<file path="src/rtl/i2s_playback_tx.sv">
// rtl/i2s_playback_tx.sv - I2S / left-justified stereo playback serializer, 16-bit samples in 32-bit slots.
module i2s_playback_tx #(
    parameter bit LEFT_JUSTIFIED = 1'b0
) (
    input  logic               mclk,
    input  logic               rst,
    input  logic signed [15:0] sample_l,
    input  logic signed [15:0] sample_r,
    input  logic               mute,
    output logic               bclk,
    output logic               pblrc,
    output logic               pbdat,
    output logic               frame_start
);

    logic [7:0]  cnt_q, cnt_d;
    logic        run_q;
    logic [15:0] shadow_l_q, shadow_l_d;
    logic [15:0] shadow_r_q, shadow_r_d;
    logic        mute_q, mute_d;
    logic        bclk_q, pblrc_q, pbdat_q, frame_start_q;
    logic        pbdat_d;
    logic [4:0]  slot;
    logic [3:0]  idx;
    logic        in_range;
    logic [15:0] shadow_ch;

    // Outputs are registered from next-state values so they track cnt in the same cycle.
    always_comb begin
        cnt_d      = run_q ? cnt_q + 8'd1 : 8'd0;
        shadow_l_d = shadow_l_q;
        shadow_r_d = shadow_r_q;
        mute_d     = mute_q;
        if (run_q && (cnt_q == 8'hFF)) begin
            mute_d     = mute;
            shadow_l_d = mute ? 16'h0000 : sample_l;
            shadow_r_d = mute ? 16'h0000 : sample_r;
        end

        slot      = cnt_d[6:2];
        shadow_ch = cnt_d[7] ? shadow_r_d : shadow_l_d;
        if (LEFT_JUSTIFIED) begin
            in_range = !slot[4];
            idx      = ~slot[3:0];
        end else begin
            in_range = (slot != 5'd0) && (slot <= 5'd16);
            idx      = ~(slot[3:0] - 4'd1);
        end
        pbdat_d = in_range && !mute_d && shadow_ch[idx];
    end

    // run_q holds cnt at 0 for the first cycle after release so frame_start marks it.
    always_ff @(posedge mclk or posedge rst) begin
        if (rst) begin
            run_q         <= 1'b0;
            cnt_q         <= 8'd0;
            shadow_l_q    <= 16'h0000;
            shadow_r_q    <= 16'h0000;
            mute_q        <= 1'b0;
            bclk_q        <= 1'b0;
            pblrc_q       <= 1'b0;
            pbdat_q       <= 1'b0;
            frame_start_q <= 1'b0;
        end else begin
            run_q         <= 1'b1;
            cnt_q         <= cnt_d;
            shadow_l_q    <= shadow_l_d;
            shadow_r_q    <= shadow_r_d;
            mute_q        <= mute_d;
            bclk_q        <= cnt_d[1];
            pblrc_q       <= cnt_d[7];
            pbdat_q       <= pbdat_d;
            frame_start_q <= (cnt_d == 8'd0);
        end
    end

    assign bclk        = bclk_q;
    assign pblrc       = pblrc_q;
    assign pbdat       = pbdat_q;
    assign frame_start = frame_start_q;

endmodule

</file>
<file path="config.mk">
export PLATFORM = sky130hd
export DESIGN_NAME = i2s_playback_tx
export DESIGN_NICKNAME = d
export VERILOG_FILES = /design/src/rtl/i2s_playback_tx.sv
export SDC_FILE = /design/constraint.sdc
export NUM_CORES = 1
export LEC_CHECK = 0
export BUFFER_PORTS_ARGS = -buffer_cell sky130_fd_sc_hd__buf_4
export CORE_MARGIN = 2
export CORE_UTILIZATION = 43
export DETAILED_ROUTE_END_ITERATION = 8
export GPL_ROUTABILITY_DRIVEN = 0
export HOLD_SLACK_MARGIN = 0.02
export PLACE_DENSITY = 0.77
export SETUP_SLACK_MARGIN = 0.02
export SLEW_MARGIN = 10
export SYNTH_ARGS = -nofsm -noshare
export SYNTH_HDL_FRONTEND = slang
export SYNTH_SLANG_ARGS = --single-unit
export TNS_END_PERCENT = 100
</file>
<file path="constraint.sdc">
create_clock -name mclk -period 2.9 [get_ports mclk]
set_clock_uncertainty 0.1 [all_clocks]
set_input_delay 0.58 -clock mclk [delete_from_list [all_inputs] [get_ports mclk]]
set_output_delay 0.58 -clock mclk [all_outputs]
set_load 0.05 [all_outputs]
</file>
==> impl_metrics.toml <==
[layout]
fin_nets = 335
fin_util_pct = 52.9
seq_area_mm2 = 0.00110
layout-drive-gt1-share_pct = 27.2
antenna_cells = 0
fin_area_mm2 = 0.00288
multi_input_area_mm2 = 0.00120
syn_to_final_growth_pct = 19.6
fill_cells = 510

[die]
fp.dieW_um = 78.8
placementRows = 27
io_pins = 39
die_area_mm2 = 0.00621
fp.dieH_um = 78.8
start_util_pct = 44.2
coreArea_mm2 = 0.00544

[power_and_ir_drop]
seqPwrFrac_pct = 54.5
p_switching_uw = 278
p_int_uw = 872
pwr_density_cell_mw_per_mm2 = 400
pwr-share-clk_pct = 33.5
p_sw_share_pct = 24.2
peakVddDrop_uv = 245
leakagePower_nw = 1.25
p_comb_share_pct = 11.9

[timing]
worst_pin_slew_ns = 0.542
fmaxAchievable_mhz = 366
min_period_ns = 2.73
hold_viol = 0
period_share_pct = 94.3
setup_violations = 0
grt_setup_unrepaired = "false"
maxSlewViolCount = 0
setup_tns_ns = 0
max_slew_margin_pct = 63.9

[logic_synthesis]
yosysWarnings = 0
synth-edff-count = 0
yosys.area_share.xor_xnor_pct = 2.97
synthAdderAreaFrac_pct = 1.56
synthTopCellsByArea = "dfrtp_1, nand2_1, o21ai_0, nand3_1, o21ai_1"
yosysMostFrequentCell = "nand2_1"
synthMuxAreaShare_pct = 5.10
syn_area_mm2 = 0.00240
synth_top_area_cell = "dfrtp_1"
yosys.area_share.simple_pct = 24.5
synth_top_family_by_area = "simple AND/OR/NAND/NOR gates"
ys_seq_area_share_pct = 45.8
synth_seq_cells = 44
syn_inst = 255
ys.flop_type = "dfrtp_1"
synth_top_area_share_pct = 45.8
synthTopCellsByCount = "nand2_1, dfrtp_1, o21ai_0"
synth_area_per_cell_um2 = 9.43
synth_async_sr_flop_share_pct = 100
ys_types = 57
synth_compound_area_share_pct = 15.0
synth_nets = 293

[worst_setup_path]
cp.required_ns = 2.97
cp-start-kind = "register"
crit_arrival_ns = 2.80
path_max_fanout = 6
criticalPathCategory = "register to register"
worstSetupEndpointType = "register"

[clock_network]
cts_made_buffers = 5
cts_num_sinks = 44
clkLatencyLatePin_ns = 0.29
cts_root_buf = "clkbuf_8"
htree_num_levels = 2
path_clk_slew_ns = 0.08
cts_buffer_depth = 2
cts_tree = "built"

[drt]
drc = 0
firstDrtPassIters = 4
ant_nets = 0
wirelength_um = 5480
wire_per_inst_um = 14.8
drtIter0Drc = 137
num_vias = 2047
routed_via_density = 5.53

[grt]
grt_use_total_pct = 18.5
grt_max_degree = 45
grt_pass1_wl_um = 9110
gr-total-overflow = 0
grt_pass1_vias = 1918
antenna_found_initial = 0

[placement]
port_buffers = 38
hpwl_um = 4010
place_area_mm2 = 0.00278

[run]
max_cap_viol_count = 0

[hold_path]
hp-class = "input port to async pin"

[status]
status = "complete, no violations"
worst paths after layout:
path | slack, ns | start | endpoint | depth (start not counted)
max in group asynchronous | 1.97 | rst | cnt_q[1]$_DFF_PP0_ | 3
worst min register to register | 0.37 | shadow_r_q[6]$_DFF_PP0_ | shadow_r_q[6]$_DFF_PP0_ | 2
worst max register to register | 0.17 | cnt_q[1]$_DFF_PP0_ | pbdat$_DFF_PP0_ | 9
worst max-delay path | 0.17 | cnt_q[1]$_DFF_PP0_ | pbdat$_DFF_PP0_ | 9
worst min-delay path | 0.32 | rst | cnt_q[6]$_DFF_PP0_ | 3
min in group mclk | 0.37 | shadow_r_q[6]$_DFF_PP0_ | shadow_r_q[6]$_DFF_PP0_ | 2
worst max-delay path: stages (launching register included):
cell and delay (ns):
dfrtp_2 0.43, ha_2 0.23, xnor2_1 0.24, nand2b_1 0.17, ha_2 0.25, xor2_4 0.25
mux4_2 0.35, o2bb2ai_1 0.14, o41ai_1 0.35, nor4_1 0.10
power groups by stage:
| stage | clock, mW | combinational [mW] | sequential, mW |
|---|---|---|---|
| after detailed placement | 0 | 0.138 | 0.639 |
| final | 0.385 | 0.137 | 0.627 |
| after global routing | 0.417 | 0.152 | 0.628 |
| after global placement | 0 | 0.135 | 0.638 |
| after CTS | 0.394 | 0.138 | 0.627 |
| after floorplan | 0 | 0.0683 | 0.647 |
cell usage in the layout, fill, tap and decap left out, types with 2 or more instances in the layout:
cell type / Yosys / routed
nand2_1: 53 / 53
buf_4: 1 / 48
dfrtp_1: 44 / 42
o21ai_0: 21 / 21
nand3_1: 20 / 20
o21ai_1: 14 / 14
nor2_1: 11 / 11
inv_1: 6 / 6
a31oi_1: 6 / 6
clkbuf_8: 0 / 6
mux2_2: 5 / 5
nor4_1: 3 / 3
xnor2_1: 3 / 3
nand4_1: 3 / 3
clkinv_1: 2 / 2
nor2_4: 2 / 2
and4_1: 2 / 2
o211a_1: 2 / 2
nand2b_1: 2 / 2
xor2_1: 2 / 2
or3_1: 2 / 2
o2111a_1: 2 / 2
a311oi_1: 2 / 2
mux4_2: 2 / 2
ha_2: 0 / 2
clkinv_2: 0 / 2
dfrtp_2: 0 / 2
routing by layer:
metal	up-vias	track usage (%)	part of all wire (%)
met4	0	4.21	0.93
met1	1000	26.5	47
met5	-	0	0
met3	6	2.61	4.8
met2	52	29.8	48
li1	989	-	-
what timing repair did:
item,in CTS,in global routing
hold buffers,0,0
setup buffers,0,0
endpoints found under the setup margin,0,1
gates resized for setup,0,2
metrics by stage:
| stage | cells | total power, mW | setup slack, ns | hold slack, ns |
|---|---|---|---|---|
| detailed placement | 362 | 0.777 | 0.164 | 0.354 |
| floorplan | 255 | 0.716 | 0.0207 | 0.332 |
| global route | 370 | 1.20 | 0.0319 | 0.402 |
| CTS | 370 | 1.16 | 0.154 | 0.350 |
| global placement | 362 | 0.773 | 0.259 | 0.344 |
| finish | 370 | 1.15 | 0.165 | 0.323 |
cell families (layout without fill, tap and decap cells):
group,after synthesis,after routing
AND/OR/NAND/NOR,113,113
AO/OA/AOI/OAI,57,57
other,1,1
XOR/XNOR,6,6
adder cells (fa/ha/maj),3,3
buffers and inverters,22,65
multiplexers,9,9
flip-flops,44,44
state kept, by name, summed over array words and instances (netlist names):
| signal | flops |
|---|---|
| mute_q | 1 |
| cnt_q | 8 |
| shadow_l_q | 16 |
| frame_start | 1 |
| pbdat | 1 |
| run_q | 1 |
| shadow_r_q | 16 |
layout make-up:
cell class,instances,area share [%]
Clock inverter,2,0.348
Timing Repair Buffer,48,12.5
Tap cell,72,3.13
Inverter,9,1.17
Sequential cell,44,38.4
Multi-Input combinational cell,189,41.6
Clock buffer,6,2.87
Note: power is estimated with default switching activity, not from simulation.
